<file path="src/rtl/stopwatch_pkg.sv">
// Shared definitions for the stopwatch display slice.
//  - SEG_* : active-low {g,f,e,d,c,b,a} patterns for decimal digits and blank
//  - DIG_* : scan index of each display digit (0 = rightmost)
//  - conv_state_t : states of the binary-to-BCD conversion sequencer
//  - seg_encode : BCD nibble to segment pattern, blank for non-decimal codes
package stopwatch_pkg;

    localparam logic [6:0] SEG_0     = 7'b1000000;
    localparam logic [6:0] SEG_1     = 7'b1111001;
    localparam logic [6:0] SEG_2     = 7'b0100100;
    localparam logic [6:0] SEG_3     = 7'b0110000;
    localparam logic [6:0] SEG_4     = 7'b0011001;
    localparam logic [6:0] SEG_5     = 7'b0010010;
    localparam logic [6:0] SEG_6     = 7'b0000010;
    localparam logic [6:0] SEG_7     = 7'b1111000;
    localparam logic [6:0] SEG_8     = 7'b0000000;
    localparam logic [6:0] SEG_9     = 7'b0010000;
    localparam logic [6:0] SEG_BLANK = 7'b1111111;

    localparam logic [1:0] DIG_SEC_ONES = 2'd0;
    localparam logic [1:0] DIG_SEC_TENS = 2'd1;
    localparam logic [1:0] DIG_MIN_ONES = 2'd2;
    localparam logic [1:0] DIG_MIN_TENS = 2'd3;

    typedef enum logic [1:0] {
        CV_IDLE,
        CV_LOAD,
        CV_SHIFT,
        CV_DONE
    } conv_state_t;

    function automatic logic [6:0] seg_encode(input logic [3:0] digit);
        logic [6:0] seg;
        case (digit)
            4'd0:    seg = SEG_0;
            4'd1:    seg = SEG_1;
            4'd2:    seg = SEG_2;
            4'd3:    seg = SEG_3;
            4'd4:    seg = SEG_4;
            4'd5:    seg = SEG_5;
            4'd6:    seg = SEG_6;
            4'd7:    seg = SEG_7;
            4'd8:    seg = SEG_8;
            4'd9:    seg = SEG_9;
            default: seg = SEG_BLANK;
        endcase
        return seg;
    endfunction

endpackage

</file>
<file path="src/rtl/stopwatch_display_if.sv">
// Bundle between the stopwatch counter / board pins and the display driver.
//  min, sec : binary time from the counter (0-63)
//  adj, sel : adjust mode and selected field (0 = minutes, 1 = seconds)
//  seg, an, dp : active-low segment cathodes, digit anodes and decimal point
// master = counter/board side, slave = display driver.
interface stopwatch_display_if;
    logic [5:0] min;
    logic [5:0] sec;
    logic       adj;
    logic       sel;
    logic [6:0] seg;
    logic [3:0] an;
    logic       dp;

    modport master (output min, sec, adj, sel, input seg, an, dp);
    modport slave  (input min, sec, adj, sel, output seg, an, dp);
endinterface

</file>
<file path="src/rtl/stopwatch_display_bin2bcd6.sv">
// Sequential 6-bit double-dabble converter.
//  clk, rst_n : clock, async active-low reset
//  start_i    : load bin_i and begin conversion (6 shift cycles)
//  busy_o     : conversion in progress
//  done_o     : one-cycle pulse, tens_o/ones_o valid from then until next start
module bin2bcd6_seq
    import stopwatch_pkg::*;
(
    input  logic       clk,
    input  logic       rst_n,
    input  logic       start_i,
    input  logic [5:0] bin_i,
    output logic       busy_o,
    output logic       done_o,
    output logic [3:0] tens_o,
    output logic [3:0] ones_o
);

    logic [5:0] bin_q, bin_d;
    logic [7:0] bcd_q, bcd_d;
    logic [2:0] cnt_q;
    logic       busy_q, done_q;
    logic [3:0] tens_adj, ones_adj;

    always_comb begin
        tens_adj = (bcd_q[7:4] >= 4'd5) ? bcd_q[7:4] + 4'd3 : bcd_q[7:4];
        ones_adj = (bcd_q[3:0] >= 4'd5) ? bcd_q[3:0] + 4'd3 : bcd_q[3:0];
        {bcd_d, bin_d} = {tens_adj, ones_adj, bin_q} << 1;
    end

    always_ff @(posedge clk or negedge rst_n) begin
        if (!rst_n) begin
            bin_q  <= '0;
            bcd_q  <= '0;
            cnt_q  <= '0;
            busy_q <= 1'b0;
            done_q <= 1'b0;
        end else begin
            done_q <= 1'b0;
            if (start_i) begin
                bin_q  <= bin_i;
                bcd_q  <= '0;
                cnt_q  <= 3'd6;
                busy_q <= 1'b1;
            end else if (busy_q) begin
                bin_q <= bin_d;
                bcd_q <= bcd_d;
                cnt_q <= cnt_q - 3'd1;
                if (cnt_q == 3'd1) begin
                    busy_q <= 1'b0;
                    done_q <= 1'b1;
                end
            end
        end
    end

    assign busy_o = busy_q;
    assign done_o = done_q;
    assign tens_o = bcd_q[7:4];
    assign ones_o = bcd_q[3:0];

endmodule

</file>
<file path="src/rtl/stopwatch_display.sv">
// Multiplexed MM.SS 7-segment driver for the stopwatch.
//  clk, rst_n : master clock, async active-low reset
//  disp       : slave side of stopwatch_display_if (min/sec/adj/sel in, seg/an/dp out)
// Binary inputs are converted once per frame, committed to the shown digits only at
// the frame boundary (no tearing), and the adjusted field blinks while adj=1.
//
//  state    | meaning
//  CV_IDLE  | waiting for idx to reach 3
//  CV_LOAD  | converters have snapshotted min/sec
//  CV_SHIFT | double-dabble running
//  CV_DONE  | pending BCD digits updated
module stopwatch_display
    import stopwatch_pkg::*;
#(
    parameter int CLK_HZ     = 100_000_000,
    parameter int REFRESH_HZ = 1000,
    parameter int BLINK_HZ   = 2
) (
    input logic clk,
    input logic rst_n,
    stopwatch_display_if.slave disp
);

    localparam int DIGIT_CYC = CLK_HZ / (REFRESH_HZ * 4);
    localparam int BLINK_CYC = CLK_HZ / (2 * BLINK_HZ);
    localparam int RW        = $clog2(DIGIT_CYC + 1);
    localparam int BW        = $clog2(BLINK_CYC + 1);

    logic [RW-1:0] refresh_q, refresh_d;
    logic [1:0]    idx_q, idx_d;
    logic [BW-1:0] blink_q, blink_d;
    logic          phase_q, phase_d;
    logic [3:0]    an_q, an_d;
    logic [6:0]    seg_q, seg_d;
    logic          dp_q, dp_d;
    logic [3:0]    shown_q [4];
    logic [3:0]    pend_q  [4];
    conv_state_t   state_q;

    logic          scan_wrap, commit, start, field_sel;
    logic          min_busy, min_done, sec_busy, sec_done;
    logic [3:0]    min_tens, min_ones, sec_tens, sec_ones;

    always_comb begin
        scan_wrap = (refresh_q == RW'(DIGIT_CYC - 1));
        refresh_d = scan_wrap ? '0 : refresh_q + RW'(1);
        idx_d     = scan_wrap ? idx_q + 2'd1 : idx_q;
        commit    = scan_wrap && (idx_q == DIG_MIN_TENS);
        start     = (state_q == CV_IDLE) && scan_wrap && (idx_q == DIG_MIN_ONES);

        // Blink timebase only runs in adjust mode; leaving adjust clears it.
        blink_d = '0;
        phase_d = 1'b0;
        if (disp.adj) begin
            if (blink_q == BW'(BLINK_CYC - 1)) begin
                phase_d = ~phase_q;
            end else begin
                blink_d = blink_q + BW'(1);
                phase_d = phase_q;
            end
        end

        field_sel = disp.sel ? (idx_q == DIG_SEC_ONES || idx_q == DIG_SEC_TENS)
                             : (idx_q == DIG_MIN_ONES || idx_q == DIG_MIN_TENS);
        // adj gates the blank directly so digits reappear the cycle adj drops.
        an_d  = (disp.adj && phase_q && field_sel) ? 4'b1111 : ~(4'b0001 << idx_q);
        seg_d = seg_encode(shown_q[idx_q]);
        dp_d  = (idx_q != DIG_MIN_ONES);
    end

    always_ff @(posedge clk or negedge rst_n) begin
        if (!rst_n) begin
            refresh_q <= '0;
            idx_q     <= '0;
            blink_q   <= '0;
            phase_q   <= 1'b0;
            an_q      <= 4'b1111;
            seg_q     <= SEG_BLANK;
            dp_q      <= 1'b1;
            for (int i = 0; i < 4; i++) shown_q[i] <= '0;
        end else begin
            refresh_q <= refresh_d;
            idx_q     <= idx_d;
            blink_q   <= blink_d;
            phase_q   <= phase_d;
            an_q      <= an_d;
            seg_q     <= seg_d;
            dp_q      <= dp_d;
            if (commit) shown_q <= pend_q;
        end
    end

    // Results are captured on the edge entering DONE so they are in place before
    // the idx 3->0 commit even at the minimum of 8 cycles per digit.
    always_ff @(posedge clk or negedge rst_n) begin
        if (!rst_n) begin
            state_q <= CV_IDLE;
            for (int i = 0; i < 4; i++) pend_q[i] <= '0;
        end else begin
            case (state_q)
                CV_IDLE:  if (start) state_q <= CV_LOAD;
                CV_LOAD:  if (min_busy && sec_busy) state_q <= CV_SHIFT;
                CV_SHIFT: begin
                    if (min_done && sec_done) begin
                        state_q              <= CV_DONE;
                        pend_q[DIG_SEC_ONES] <= sec_ones;
                        pend_q[DIG_SEC_TENS] <= sec_tens;
                        pend_q[DIG_MIN_ONES] <= min_ones;
                        pend_q[DIG_MIN_TENS] <= min_tens;
                    end
                end
                CV_DONE:  state_q <= CV_IDLE;
                default:  state_q <= CV_IDLE;
            endcase
        end
    end

    bin2bcd6_seq u_bcd_min (
        .clk    (clk),
        .rst_n  (rst_n),
        .start_i(start),
        .bin_i  (disp.min),
        .busy_o (min_busy),
        .done_o (min_done),
        .tens_o (min_tens),
        .ones_o (min_ones)
    );

    bin2bcd6_seq u_bcd_sec (
        .clk    (clk),
        .rst_n  (rst_n),
        .start_i(start),
        .bin_i  (disp.sec),
        .busy_o (sec_busy),
        .done_o (sec_done),
        .tens_o (sec_tens),
        .ones_o (sec_ones)
    );

    assign disp.an  = an_q;
    assign disp.seg = seg_q;
    assign disp.dp  = dp_q;

endmodule

</file>
<file path="src/flat_wrapper.sv">
// flat-port wrapper written by rule: the top's interface ports become plain ports
module stopwatch_display_flat import stopwatch_pkg::*;
#(
    parameter int CLK_HZ     = 100_000_000,
    parameter int REFRESH_HZ = 1000,
    parameter int BLINK_HZ   = 2
)
  (clk, rst_n, disp_min, disp_sec, disp_adj, disp_sel, disp_seg, disp_an, disp_dp);
  stopwatch_display_if disp_i ();
  input logic clk;
  input logic rst_n;
  input wire logic [$bits(disp_i.min)-1:0] disp_min;
  input wire logic [$bits(disp_i.sec)-1:0] disp_sec;
  input wire logic [$bits(disp_i.adj)-1:0] disp_adj;
  input wire logic [$bits(disp_i.sel)-1:0] disp_sel;
  output wire logic [$bits(disp_i.seg)-1:0] disp_seg;
  output wire logic [$bits(disp_i.an)-1:0] disp_an;
  output wire logic [$bits(disp_i.dp)-1:0] disp_dp;
  assign disp_i.min = disp_min;
  assign disp_i.sec = disp_sec;
  assign disp_i.adj = disp_adj;
  assign disp_i.sel = disp_sel;
  assign disp_seg = disp_i.seg;
  assign disp_an = disp_i.an;
  assign disp_dp = disp_i.dp;
  stopwatch_display #(.CLK_HZ(CLK_HZ), .REFRESH_HZ(REFRESH_HZ), .BLINK_HZ(BLINK_HZ)) u_core (.clk(clk), .rst_n(rst_n), .disp(disp_i));
endmodule
</file>
<file path="config.mk">
export PLATFORM = sky130hd
export DESIGN_NAME = stopwatch_display_flat
export DESIGN_NICKNAME = d
export VERILOG_FILES = /design/src/rtl/stopwatch_pkg.sv /design/src/rtl/stopwatch_display_if.sv /design/src/rtl/stopwatch_display_bin2bcd6.sv /design/src/rtl/stopwatch_display.sv /design/src/flat_wrapper.sv
export SDC_FILE = /design/constraint.sdc
export NUM_CORES = 1
export LEC_CHECK = 0
export CORE_MARGIN = 2
export CORE_UTILIZATION = 54
export CTS_BUF_LIST = sky130_fd_sc_hd__clkbuf_16
export DETAILED_ROUTE_END_ITERATION = 10
export PLACE_DENSITY_LB_ADDON = 0.3
export SETUP_SLACK_MARGIN = 0.15
export SLEW_MARGIN = 20
export SYNTH_ARGS = -nofsm -noshare
export SYNTH_HDL_FRONTEND = slang
export SYNTH_SLANG_ARGS = --single-unit
</file>
<file path="constraint.sdc">
create_clock -name clk -period 1.9 [get_ports clk]
set_input_delay 0.38 -clock clk [delete_from_list [all_inputs] [get_ports clk]]
set_output_delay 0.38 -clock clk [all_outputs]
set_load 0.02 [all_outputs]
</file>
### Word level (Yosys, flattened, before mapping)

Memories as Yosys holds them, arrays and structs flattened. A register that Yosys moved wholly into a read port is not among the register bits.
Cells that the tools add are included.

| operators by class | value |
|---|---|
| $add $sub $neg | 9 |
| $lt $le $gt $ge | 5 |
| equality and inequality tests | 15 |
| shift-type cells | 1 |
| mux-type cells | 42 |
| bitwise logic cells | 3 |
| reductions and logical operators | 16 |

Operators with widths:

| cell | number |
|---|---|
| 25-bit 2-to-1 mux | 2 |
| 8-bit 2-to-1 mux | 4 |
| 25-bit by 1-bit adder with 25-bit output, second input constant | 1 |
| 25-bit equality test, second input constant | 1 |
| 6-bit 2-to-1 mux | 4 |
| 4-bit 2-to-1 mux | 5 |
| 3-bit 2-to-1 mux | 6 |
| 4-bit by 3-bit greater-or-equal comparator with 1-bit output, second input constant | 4 |
| 15-bit by 1-bit adder with 15-bit output, second input constant | 1 |
| 15-bit equality test, second input constant | 1 |
| 1-bit 2-to-1 mux | 15 |
| 15-bit 2-to-1 mux | 1 |
| 4-bit by 2-bit adder with 4-bit output, second input constant | 2 |
| 4-bit binary-select mux with 2-bit select | 1 |
| 2-bit equality test, second input constant | 4 |
| 2-bit by 1-bit inequality test with 1-bit output, second input constant | 4 |
| 2-bit one-hot mux with 4 select lines | 1 |
| 1-bit logical AND | 7 |
| 3-bit by 2-bit adder with 3-bit output, second input constant | 2 |
| 3-bit by 1-bit equality test with 1-bit output, second input constant | 2 |
| 2-bit 2-to-1 mux | 3 |
| 3-bit by 1-bit subtractor with 3-bit output, second input constant | 2 |
| 2-bit by 1-bit equality test with 1-bit output, second input constant | 2 |
| 2-bit logical NOT | 2 |
| other kinds (12) | 14 |

| storage, ports and cells | value |
|---|---|
| register bits after elaboration | 120 |
| ROM bits | 112 |
| input bits | 16 |
| output and inout bits | 12 |
| word-level logic and storage cells | 117 |
| memories | 1 |

Memory list:

| name | words | width | read ports | clocked after Yosys merged registers in | wr ports | RTL line | RTL |
|---|---|---|---|---|---|---|---|
| (name not given) | 16 | 7 | 1 | 1 | 0 | stopwatch_pkg.sv:34 | `case (digit)` |

### Logic depth before layout (Yosys ltp)

Gate-level depths: netlist of run 1.

| logic depth | value |
|---|---|
| word-level depth | 5 |
| mapped depth | 8 |
| gate-level depth less buffers | 7 |

### Cells and area by module

From an unflattened synthesis of run 1, not the netlist that was laid out.

| unflattened totals | value |
|---|---|
| cells, all modules | 561 |
| area, all modules | 6248.5 um^2 |

By module, submodules not included:

| module | times used | cells each | area an instance (um^2) | seq. area each (um^2) |
|---|---|---|---|---|
| stopwatch_display | 1 | 363 | 4221.5 | 2242.2 |
| bin2bcd6_seq | 2 | 99 | 1013.5 | 475.5 |

### Worst setup path before layout of run 1

OpenSTA, ideal clock, no wires.

| timing | value |
|---|---|
| path kind | reg-to-reg |
| start | register u_core.refresh_q[6] |
| end | register u_core.state_q[1] |
| library setup time | 0.128 ns |
| data arrival time | 1.906 ns |
| data required time | 1.772 ns |
| setup slack | -0.134 ns |
| stages on the path, launching flop included | 6 |
| path buffers | 0 |
| clock period less this slack | 2.034 ns |
| path through | dfrtp_1 -> or4b_1 -> nor4_4 -> a21boi_1 -> a221o_1 -> mux2_1 |

| on the way | value |
|---|---|
| longest elaborated chain between the ends | 5 |

RTL lines:

| item | RTL line | RTL |
|---|---|---|
| start, declared | stopwatch_display.sv:29 | `logic [RW-1:0] refresh_q, refresh_d;` |
| start signal, assigned | stopwatch_display.sv:82 | `refresh_q <= refresh_d;` |
| 15-bit equality test | stopwatch_display.sv:45 | `scan_wrap = (refresh_q == RW'(DIGIT_CYC - 1));` |
| 1-bit logical AND (2 in series) | stopwatch_display.sv:49 | `start = (state_q == CV_IDLE) && scan_wrap && (idx_q == DIG_MIN_ONES);` |
| 2-bit by 1-bit inequality test with 1-bit output (no source line) | -- |  |
| 3-bit AND reduction (no source line) | -- |  |
| end signal, assigned | stopwatch_display.sv:97 | `state_q <= CV_IDLE;` |
| end signal, assigned | stopwatch_display.sv:101 | `CV_IDLE: if (start) state_q <= CV_LOAD;` |
| end signal, assigned | stopwatch_display.sv:102 | `CV_LOAD: if (min_busy && sec_busy) state_q <= CV_SHIFT;` |
| end, declared | stopwatch_display.sv:38 | `conv_state_t state_q;` |

No other way between the ends.
A chain may end at the register's enable or synchronous reset.

### Worst setup path after layout of run 1

| timing | value |
|---|---|
| start | register u_core.refresh_q[4] |
| end | register u_core.u_bcd_min.bcd_q[6] |

| on the way | value |
|---|---|
| longest elaborated chain between the ends | 4 |
| elaborated cells between the ends (all ways) | 5 |
| those cells by class | eq/ne (1); mux (1); reduce/logical (3) |

RTL lines:

| item | RTL line | RTL |
|---|---|---|
| 15-bit equality test * | stopwatch_display.sv:45 |  |
| 1-bit logical AND * (2 in series) | stopwatch_display.sv:49 |  |
| 8-bit 2-to-1 mux / 2-bit nonzero test (equally long branches) | -- |  |
| end signal, assigned | stopwatch_display_bin2bcd6.sv:34 | `bcd_q <= '0;` |
| end signal, assigned | stopwatch_display_bin2bcd6.sv:42 | `bcd_q <= '0;` |
| end signal, assigned | stopwatch_display_bin2bcd6.sv:47 | `bcd_q <= bcd_d;` |
| end, declared | stopwatch_display_bin2bcd6.sv:20 | `logic [7:0] bcd_q, bcd_d;` |

Mark *: on every way between the ends. The rest lies on a longest branch, timed or not.

==> impl_results.md, run 1 <==
- Status: finished, violations left
- Failing checks: setup timing
- Dpl ws: -0.121 ns
- CTS tree: done
- Design Power: 6130 uW
- Fin crit share: 109%
- Initial antenna violation count: 0
- Combinational Power Share: 2.2%
- Avg Inst Size Synth: 10.7 um^2
- Fin nets: 679
- Total grt overflow: 0
- R2r endpoint: u_core.u_bcd_min.bcd_q[6]$_DFFE_PN0P_
- Fraction of layout cells with a size suffix above 1: 30.2%
- Ant. Diodes: 0
- Yosys warning count: 0
- Worst reg-to-reg path cell count: 7
- RSZ-0062 raised after global routing: true
- Worst path required time: ~2.2 ns
- Die Y: 109 um
- Wirelength, routed: ~13000 um
- # H-tree levels: 4
- Async set or reset register ratio after synthesis: 100%
- Top_reg_cell synth: dfrtp_1
- Post-synth EDFFs: 0
- Syn_nets: 601
- Worst setup path class: reg2reg
- Initial Util: 55.3%
- HPWL after detailed placement: between 7000 and 8000 um
- CTS Buf Count: 17
- Vias: around 4300
- Worst R2R Start: u_core.refresh_q[4]$_DFF_PN0_
- Post-synth top area share: 48.0%
- Distinct cells, synth: 43
- Max Clock Skew: 0.00702 ns
- Pwr/cell area: between 700 and 800 nW/um^2
- Worst EP arrival: between 2 and 2.5 ns
- Finished Cell Area: just under 8000 um^2
- Slew Limit Headroom: between 50% and 60%
- Drt first pass iters: 6
- Worst slew pin tran: 0.705 ns
- Core Rows: 38
- Fin. max-slew vios: 0
- Sw Share: 21.4%
- Clock Latency Late Sink: 0.42 ns
- Fill count: slightly below 700
- Root Buffer: clkbuf_16
- Initial drt markers: 331
- Area Growth Syn to Fin: 31.2%
- Flop2flop setup slack: -0.17 ns
- Final setup vio count: 50
- Cell Int Power: 4820 uW
- Seq cells post-synth: 127
- Pleak: 0.00355 uW
- Chip Width: between 100 and 150 um
- Peak VDD IR: 0.600 mV
- Dpl cell area: 6740 um^2
- Worst setup EP type: flop
- Sequential fraction of the synthesis area: 53.2%
- Hold slack: between 0.02 and 0.03 ns
- DRC violations left: 0
- Clock Pin Slew Worst Setup and Hold Paths: around 0.060 ns
- First-pass GRT wire length: roughly 19000 um
- Largest net degree at the start of global routing: 128
- Worst setup margin: -0.168 ns
- F_max: 484 MHz
- DIE AREA: 12000 um^2
- Hold Crit Class: in2async
- Area contributors post-synth: dfrtp_1 (48%), ha_1 (5.6%), dfstp_2 (5.3%)
- CTS max path bufs: 2
- Critical path peak fanout: 5
- Clock power frac: 53.4%
- Buffers added on ports: 27
- Vias in the first global route: 4206
- Placer congestion estimate: 0.753
- Via-per-instance ratio: around 5.4
- Synth Cell Area: 6000 um^2
- # IOs: 28
- Setup TNS: -5.56 ns
- Wire length per cell: about 16 um
- Switching pwr: 1310 uW
- Final Hold Viols: 0
- Core area: around 11000 um^2
- Clk sinks: 127
- Number of nets with antenna violations after routing: 0
- CP Launch Type: flop
- Seq pwr share: between 40% and 50%
- Leading area contributor after synthesis: dfrtp_1
- Post-Synthesis Cells: 558
- Final min period: 2.07 ns
- Max Cap Violations: 0
- GR Util All Layers: 21.1%
## sequential cells by signal, indices dropped and copies added (netlist names)
register / cells
u_core.phase_q: 1
u_core.u_bcd_sec.busy_o: 1
u_core.disp.dp: 1
u_core.blink_q: 25
u_core.u_bcd_min.bcd_q: 8
u_core.u_bcd_sec.done_o: 1
u_core.disp.seg: 7
u_core.u_bcd_sec.cnt_q: 3
u_core.state_q: 2
u_core.refresh_q: 15
u_core.u_bcd_min.busy_o: 1
u_core.u_bcd_min.done_o: 1
u_core.pend_q: 16
u_core.u_bcd_sec.bcd_q: 8
u_core.shown_q: 16
u_core.u_bcd_min.cnt_q: 3
u_core.disp.an: 4
u_core.u_bcd_sec.bin_q: 6
u_core.u_bcd_min.bin_q: 6
u_core.idx_q: 2
## cells by family after synthesis
kind of cell,count (synthesis),synth area share (%)
compound gates,60,5.53
fa+ha+maj,27,5.63
xor+xnor,48,7.01
mux,52,9.85
buf+inv,52,3.42
flops,127,53.2
simple gates,192,15.3
## what timing repair did
item,in CTS,in global routing
buffers inserted,3,14
hold buffers,0,0
resized for setup,25,58
cloned,1,5
setup endpoints to repair,92,87
pin swaps,8,10
## worst max-delay path: stages, from the launching register on
cell and delay [ns]:
dfrtp_1 0.37, or4b_4 0.55, nor4_4 0.24, buf_4 0.17, and3_4 0.30, buf_12 0.14, clkbuf_16 0.14, nor2_2 0.03
## layout make-up
class	instances	area [um^2]	share of cell area (%)
Clock inverter	15	170	2.16
Multi-Input combinational cell	379	2930	37.2
Tap cell	140	175	2.23
Clock buffer	17	425	5.41
Timing Repair Buffer	82	865	11.0
Inverter	29	109	1.38
Sequential cell	127	3200	40.6
## routing by layer
| layer | track usage [%] | wire [um] | vias to the layer above |
|---|---|---|---|
| li1 | - | - | 2048 |
| met1 | 26.7 | 5530 | 2111 |
| met2 | 34.7 | 6410 | 94 |
| met3 | 6.28 | 475 | 32 |
| met4 | 7.14 | 311 | 0 |
| met5 | 0 | 0 | - |
## worst max path at each step
stage | startpoint | endpoint | slack [ns]
6_report | u_core.refresh_q[4]$_DFF_PN0_ | u_core.u_bcd_min.bcd_q[6]$_DFFE_PN0P_ | -0.17
5_1_grt | u_core.refresh_q[4]$_DFF_PN0_ | u_core.u_bcd_min.bin_q[4]$_DFFE_PN0P_ | -0.25
4_1_cts | u_core.refresh_q[4]$_DFF_PN0_ | u_core.state_q[1]$_DFFE_PN0P_ | -0.13
3_5_place_dp | u_core.refresh_q[4]$_DFF_PN0_ | u_core.state_q[1]$_DFFE_PN0P_ | -0.12
3_3_place_gp | u_core.refresh_q[4]$_DFF_PN0_ | u_core.shown_q[8]$_DFFE_PN0P_ | -0.05
2_1_floorplan | u_core.refresh_q[6]$_DFF_PN0_ | u_core.state_q[1]$_DFFE_PN0P_ | -0.11
## power groups by stage
| stage | clock (uW) | sequential [uW] | combinational [uW] |
|---|---|---|---|
| final | 3280 | 2720 | 137 |
| after detailed placement | 0 | 2760 | 122 |
| after CTS | 3310 | 2720 | 126 |
| after global routing | 3420 | 2720 | 153 |
| after global placement | 0 | 2760 | 119 |
| after floorplan | 0 | 2770 | 20.0 |
## per-stage QoR
stage | std cells | utilization (%)
4_1_cts | 770 | 68.6
5_1_grt | 789 | 72.6
3_3_place_gp | 734 | 62.2
2_1_floorplan | 558 | -
6_report | 789 | 72.6
3_5_place_dp | 734 | 62.2
## Yosys cell counts (3+ instances only)
| cell | count |
|---|---|
| a21oi_1 | 15 |
| ha_1 | 27 |
| nand4_1 | 6 |
| dfstp_2 | 12 |
| and3_1 | 4 |
| nand3_1 | 24 |
| nor4b_1 | 3 |
| mux4_2 | 3 |
| mux2i_1 | 23 |
| and4_1 | 4 |
| nand2_1 | 60 |
| nor2_1 | 56 |
| inv_1 | 29 |
| xor2_1 | 18 |
| buf_2 | 8 |
| mux2_1 | 10 |
| dfrtp_1 | 115 |
| clkbuf_1 | 14 |
| xnor2_1 | 30 |
| mux2_2 | 16 |
| nand2b_1 | 9 |
| o21ai_0 | 33 |
| nor3_1 | 10 |
## placed cells by master, fill, tap and decap left out, types with 20 or more instances in the layout
master	n
dfrtp_1	112
nand2_1	50
nor2_1	44
buf_4	37
xnor2_1	29
inv_1	26
ha_1	25
mux2i_1	23
o21ai_0	22
clkbuf_16	21
nand3_1	20
Note: power is estimated with default switching activity, not from simulation.
==> run 2: changes to the inputs <==
--- a/config.mk
+++ b/config.mk
@@ -6,8 +6,9 @@
 export NUM_CORES = 1
 export LEC_CHECK = 0
 export CORE_MARGIN = 2
-export CORE_UTILIZATION = 54
+export CORE_UTILIZATION = 50
 export CTS_BUF_LIST = sky130_fd_sc_hd__clkbuf_16
+export CTS_CLUSTER_SIZE = 16
 export DETAILED_ROUTE_END_ITERATION = 10
 export PLACE_DENSITY_LB_ADDON = 0.3
 export SETUP_SLACK_MARGIN = 0.15
==> run 2 against run 1 <==
Compared with the run above:
- highest routed layer unchanged
- critical endpoint is now u_core.shown_q[10]$_DFFE_PN0P_
- the flow still finishes with violations (setup timing)
- first-iteration DRC count decreased by 27%
- largest cell class unchanged
- clock skew rose by 0.0015 ns
- worst hold slack worse by 0.018 ns
- utilization shrank 6.1 points
- combinational power up 23%
- clock power decreased by 8.8%
==> impl_results.md, run 2 (synthesis results as in run 1) <==
- Crit path max-delay family: simple AND/OR/NAND/NOR gates
- GR Util All Layers: 19.0% (-2.1 points)
- Fin util: 66.5% (-6.1 points)
- Worst setup path class: reg2reg
- Most frequent cells in the layout: dfrtp_1 (111), nand2_1 (57), buf_4 (37)
- Fill count: 829 (+22%)
- Cell chain of the critical path: or4b_4, nor4_4, buf_4, nand2_4, buf_12, mux2_4
- Max reg flops: 25 (unchanged)
- Worst R2R Start: u_core.refresh_q[4]$_DFF_PN0_
- Slowest cell on the critical path: or4b_4
- Status: finished, violations left
- Clock Latency Late Sink: 0.41 ns (about the same)
- Biggest regs: u_core.blink_q: 25 flops, u_core.pend_q: 16 flops, u_core.shown_q: 16 flops
- Flop2flop setup slack: -0.03 ns (+0.13 ns)
- CTS Buf Count: 17 (unchanged)
- CP Launch Type: flop
- Worst path required time: 2.19 ns (-0.02 ns)
- R2r endpoint: u_core.shown_q[10]$_DFFE_PN0P_
- Clock power frac: 50.9% (-2.5 points)
- Drt first pass iters: 4 (-2)
- Max Cap Violations: 0 (unchanged)
- Pwr/cell area: 745 nW/um^2 (-4.4%)
- Ant. Diodes: 0 (unchanged)
- Placer congestion estimate: 0.781 (+3.7%)
- Initial antenna violation count: 0 (unchanged)
- Peak VDD IR: 0.560 mV (-6.7%)
- Cell Int Power: 4650 uW (-3.4%)
- Crit-path max cell delay: 0.55 ns (about the same)
- Clock Pin Slew Worst Setup and Hold Paths: 0.05 ns (about the same)
- Sw Share: 20.9% (-0.57 points)
- Fraction of layout cells with a size suffix above 1: 30.1% (-0.076 points)
- Dpl ws: -0.0788 ns (+0.0423 ns)
- Slew Limit Headroom: 64.3% (+11 points)
- Vias: 4202 (-1.9%)
- First-pass GRT wire length: 19400 um (about the same)
- Core area: 11900 um^2 (+9.4%)
- Worst setup EP type: flop
- Worst reg-to-reg path cell count: 6 (-1)
- Seq pwr share: 46.3% (+1.9 points)
- Final Hold Viols: 0 (unchanged)
- Via-per-instance ratio: 5.31 (-2.2%)
- Worst slew pin tran: 0.535 ns (-0.169 ns)
- Core Rows: 40 (+5.3%)
- Fin. max-slew vios: 0 (unchanged)
- F_max: 517 MHz (+6.9%)
- Root Buffer: clkbuf_16
- Largest net degree at the start of global routing: 86 (-33%)
- Clk sinks: 127 (unchanged)
- Initial drt markers: 241 (-27%)
- # IOs: 28 (unchanged)
- Critical path peak fanout: 16 (+11)
- Switching pwr: 1230 uW (-6.7%)
- Dpl cell area: 6760 um^2 (+0.28%)
- Failing checks: setup timing
- # H-tree levels: 4 (unchanged)
- RSZ-0062 raised after global routing: true
- DIE AREA: 12900 um^2 (+7.7%)
- Number of nets with antenna violations after routing: 0 (unchanged)
- Vias in the first global route: 4126 (-1.9%)
- Pleak: 0.00350 uW (-1.4%)
- Wirelength, routed: 12500 um (-1.8%)
- Die Y: 114 um (+3.8%)
- Final min period: 1.93 ns (-0.134 ns)
- DRC violations left: 0 (unchanged)
- Wire length per cell: 15.8 um (-2.1%)
- Hold Crit Class: in2async
- Area Growth Syn to Fin: 31.5%
- Chip Width: 114 um (+3.8%)
- CTS max path bufs: 2 (unchanged)
- CTS Hold Bufs: 0 (unchanged)
- Initial Util: 50.6% (-4.8 points)
- Fin nets: 674 (-0.74%)
- Max Clock Skew: 0.00852 ns (+0.00150 ns)
- Buffers added on ports: 27 (unchanged)
- Most flop-heavy register: u_core.blink_q
- HPWL after detailed placement: 7470 um (+5.4%)
- Finished Cell Area: 7890 um^2 (+0.24%)
- Total grt overflow: 0 (unchanged)
- Fin crit share: 102% (-7.1 points)
- CTS tree: done
- Buf/Inv on CP: 2 (-1)
- Worst setup margin: -0.0339 ns (+0.134 ns)
- Final setup vio count: 28 (-44%)
- Combinational Power Share: 2.9% (+0.7 points)
- Worst EP arrival: 2.23 ns (-0.14 ns)
- Commonest non-fill, non-tap cell in the layout: dfrtp_1
-- run 2: cell types whose count changed in the layout (fill, tap and decap cells not counted), moves of 3 or more --
cell,change
nor2_4,+24
clkinv_1,+3
nand2_2,-6
xnor2_2,+5
clkinvlp_4,-4
o21ai_2,-3
nor2_2,-7
nor2_1,-17
inv_1,+6
o21ai_1,+4
xnor2_1,-5
nand2_1,+7
-- run 2: power groups by stage --
| stage | logic (uW) | registers [uW] | clock network [uW] |
|---|---|---|---|
| finish | 169 | 2720 | 2990 |
| global placement | 119 | 2760 | 0 |
| floorplan | 20.0 | 2770 | 0 |
| detailed placement | 125 | 2760 | 0 |
| CTS | 127 | 2720 | 3020 |
| global route | 188 | 2720 | 3170 |
-- run 2: worst max-delay path by stage --
stage          slack (ns)  depth (start not counted)                          start                        endpoint
3_3_place_gp        -0.04                          6  u_core.refresh_q[4]$_DFF_PN0_  u_core.shown_q[14]$_DFFE_PN0P_
6_report            -0.03                          6  u_core.refresh_q[4]$_DFF_PN0_  u_core.shown_q[10]$_DFFE_PN0P_
2_1_floorplan       -0.11                          5  u_core.refresh_q[6]$_DFF_PN0_   u_core.state_q[1]$_DFFE_PN0P_
4_1_cts             -0.06                          5  u_core.refresh_q[4]$_DFF_PN0_   u_core.state_q[1]$_DFFE_PN0P_
3_5_place_dp        -0.08                          6  u_core.refresh_q[4]$_DFF_PN0_   u_core.shown_q[4]$_DFFE_PN0P_
5_1_grt             -0.09                          5  u_core.refresh_q[4]$_DFF_PN0_   u_core.state_q[1]$_DFFE_PN0P_
-- run 2: final cells by class --
class	instances	area, um^2	share of cell area, %
sequential	127	3200	40.5
multi-input combinational	379	3080	39.0
timing repair buffer	77	779	9.88
clock buffer	17	425	5.39
tap	147	184	2.33
clock inverter	15	114	1.44
inverter	29	109	1.38
-- run 2: metrics by stage --
stage,TNS (ns),power [uW],hold WS [ns],std cells
global placement,-0.541,2880,0.461,744
detailed placement,-1.03,2890,0.464,744
finish,-0.375,5880,0.0120,791
CTS,-0.638,5860,0.0292,779
global route,-3.29,6080,0.0364,791
floorplan,-0.564,2790,0.0844,558
-- run 2: layer usage --
metal,wire length [um],global-route usage [%],vias to the layer above
li1,-,-,2038
met1,5590,24.9,2067
met2,6280,30.2,78
met3,455,6.00,19
met4,172,6.59,0
met5,0,0,-
-- run 2: what timing repair did --
action	4_1_cts	5_1_grt
endpoints found under the setup margin	95	91
buffers inserted	3	7
cloned	0	5
pin swaps	4	24
gates resized for setup	22	96
==> run 3: changes to the inputs <==
--- a/config.mk
+++ b/config.mk
@@ -11,6 +11,7 @@
 export CTS_CLUSTER_SIZE = 16
 export DETAILED_ROUTE_END_ITERATION = 10
 export PLACE_DENSITY_LB_ADDON = 0.3
+export RECOVER_POWER = 25
 export SETUP_SLACK_MARGIN = 0.15
 export SLEW_MARGIN = 20
 export SYNTH_ARGS = -nofsm -noshare
==> run 3 against run 2 <==
Compared with the run above:
- the run still ends with setup timing left
- non-clock buffer count unchanged
- wire length decreased by 0.28%
- combinational power decreased by 3%
- worst hold slack improved by 0.078 ns
- die area unchanged
- final area decreased by 0.21%
- global-route usage unchanged
- via count increased by 0.36%
- power about the same
- critical path depth unchanged
- setup slack got worse by 0.0013 ns
- final cell count unchanged
- critical path type unchanged
- highest routed layer unchanged
==> impl_results.md, run 3 (synthesis results as in run 1) <==
- Worst setup margin: -0.0353 ns (-0.00131 ns)
- Fin. max-slew vios: 0 (unchanged)
- Fraction of layout cells with a size suffix above 1: 30.0% (-0.16 points)
- Worst EP arrival: 2.23 ns (about the same)
- Fin cells: 791 (unchanged)
- CTS Buf Count: 17 (unchanged)
- Final setup vio count: 24 (-14%)
- Status: finished, violations left
- Peak VDD IR: 0.559 mV (-0.12%)
- First-pass GRT wire length: 19400 um (unchanged)
- Initial antenna violation count: 0 (unchanged)
- Dpl ws: -0.0788 ns (unchanged)
- Critical path peak fanout: 16 (unchanged)
- Via-per-instance ratio: 5.33 (+0.36%)
- Worst setup path class: reg2reg
- Fill count: 830 (+0.12%)
- Max reg flops: 25 (unchanged)
- Initial drt markers: 196 (-19%)
- Buffers added on ports: 27 (unchanged)
- Number of nets with antenna violations after routing: 0 (unchanged)
- Vias in the first global route: 4126 (unchanged)
- Met2 GRT Util: 30.2% (unchanged)
- Final min period: 1.94 ns (+0.00131 ns)
- Worst setup EP type: flop
- Largest net degree at the start of global routing: 86 (unchanged)
- Failing checks: setup timing
- Area Growth Syn to Fin: 31.2%
- Worst slew pin tran: 1.13 ns (+0.597 ns)
- Met3 Use GR: 6.00% (unchanged)
- Total grt overflow: 0 (unchanged)
- Pwr/cell area: 746 nW/um^2 (+0.15%)
- R2r endpoint: u_core.shown_q[10]$_DFFE_PN0P_
- Hold Crit Class: in2async
- Drt first pass iters: 4 (unchanged)
- Final Hold Viols: 0 (unchanged)
- GR Util All Layers: 19.0% (unchanged)
- CTS max path bufs: 2 (unchanged)
- F_max: 517 MHz (about the same)
- DRC violations left: 0 (unchanged)
- Flop2flop setup slack: -0.04 ns (about the same)
- Clock Pin Slew Worst Setup and Hold Paths: 0.06 ns (about the same)
- Fin nets: 674 (unchanged)
- Most frequent cells in the layout: dfrtp_1 (111), nand2_1 (57), buf_4 (36)
- Wirelength, routed: 12500 um (-0.28%)
- Chip Width: 114 um (unchanged)
- Max Clock Skew: 0.00899 ns (+0.000478 ns)
- DP Cell Count: 744 (unchanged)
- Wire length per cell: 15.8 um (-0.28%)
- CTS tree: done
- Max Cap Violations: 0 (unchanged)
- Placer congestion estimate: 0.781 (unchanged)
- Die Y: 114 um (unchanged)
- HPWL after detailed placement: 7470 um (unchanged)
- Most flop-heavy register: u_core.blink_q
- CP Launch Type: flop
- Core Rows: 40 (unchanged)
- Pleak: 0.00349 uW (-0.24%)
- DIE AREA: 12900 um^2 (unchanged)
- GRT busiest layer: met2
- Clock Latency Late Sink: 0.41 ns (about the same)
- Fin crit share: 102% (about the same)
- Vias: 4217 (+0.36%)
- CTS Hold Bufs: 0 (unchanged)
- GR Util met1: 24.9% (unchanged)
- Hold slack: 0.0905 ns (+0.0785 ns)
- Clk sinks: 127 (unchanged)
- # H-tree levels: 4 (unchanged)
- Root Buffer: clkbuf_16
- Setup TNS: -0.369 ns (+0.00589 ns)
- Worst reg-to-reg path cell count: 6 (unchanged)
- Initial Util: 50.6% (unchanged)
- Worst path required time: 2.19 ns (about the same)
- # IOs: 28 (unchanged)
- Worst R2R Start: u_core.refresh_q[4]$_DFF_PN0_
- Slew Limit Headroom: 24.5% (-40 points)
- RSZ-0062 raised after global routing: true
- Ant. Diodes: 0 (unchanged)
- Commonest non-fill, non-tap cell in the layout: dfrtp_1
- Biggest regs: u_core.blink_q: 25 flops, u_core.pend_q: 16 flops, u_core.shown_q: 16 flops
- Core area: 11900 um^2 (unchanged)
run 3: cell types whose count changed in the layout (fill, tap and decap cells not counted):
cell,delta
buf_12,-1
buf_4,-1
clkbuf_1,+1
clkbuf_4,+1
run 3: where the power goes:
| group | internal [uW] | switching, uW | leakage, uW |
|---|---|---|---|
| registers | 2710 | 5.76 | 0.00165 |
| logic | 63.8 | 101 | 0.00156 |
| clock network | 1870 | 1120 | 0.000286 |
run 3: cell type report:
class                   instances  area (um^2)  area share [%]
multi-input cells             379         3080            39.1
clock inverters                15          114            1.45
inverters                      29          109            1.38
clock buffers                  17          425            5.40
repair buffers                 77          763            9.69
flip-flops and latches        127         3200            40.6
well taps                     147          184            2.34
run 3: how the worst max path moves through the flow:
stage / from / to / slack [ns] / cells after the start
after global placement: u_core.refresh_q[4]$_DFF_PN0_ / u_core.shown_q[14]$_DFFE_PN0P_ / -0.04 / 6
after CTS: u_core.refresh_q[4]$_DFF_PN0_ / u_core.state_q[1]$_DFFE_PN0P_ / -0.06 / 5
final: u_core.refresh_q[4]$_DFF_PN0_ / u_core.shown_q[10]$_DFFE_PN0P_ / -0.04 / 6
after detailed placement: u_core.refresh_q[4]$_DFF_PN0_ / u_core.shown_q[4]$_DFFE_PN0P_ / -0.08 / 6
after floorplan: u_core.refresh_q[6]$_DFF_PN0_ / u_core.state_q[1]$_DFFE_PN0P_ / -0.11 / 5
after global routing: u_core.refresh_q[4]$_DFF_PN0_ / u_core.state_q[1]$_DFFE_PN0P_ / -0.09 / 5
run 3: timing repair:
| action | in CTS | in global routing |
|---|---|---|
| setup buffers | 3 | 7 |
| endpoints found under the setup margin | 95 | 91 |
| gates resized for setup | 22 | 96 |
| cloned | 0 | 5 |
| pin swaps | 4 | 24 |
run 3: worst max-delay path, stage by stage, from the launching register on:
cell and delay [ns]:
dfrtp_1 0.37, or4b_4 0.55, nor4_4 0.20, buf_4 0.19
nand2_4 0.05, buf_12 0.16, mux2_4 0.30
run 3: metrics by stage:
| step | power [uW] | utilization (%) | instance area (um^2) |
|---|---|---|---|
| global placement | 2880 | 57.0 | 6760 |
| floorplan | 2790 | - | 6170 |
| global route | 6070 | 66.4 | 7870 |
| finish | 5880 | 66.4 | 7870 |
| detailed placement | 2890 | 57.0 | 6760 |
| CTS | 5860 | 62.0 | 7350 |
run 3: layer usage:
layer  share of wire (%)  vias up
li1                    -     2034
met1                  44     2079
met2                  51       83
met3                 3.7       21
met4                 1.5        0
met5                   0        -
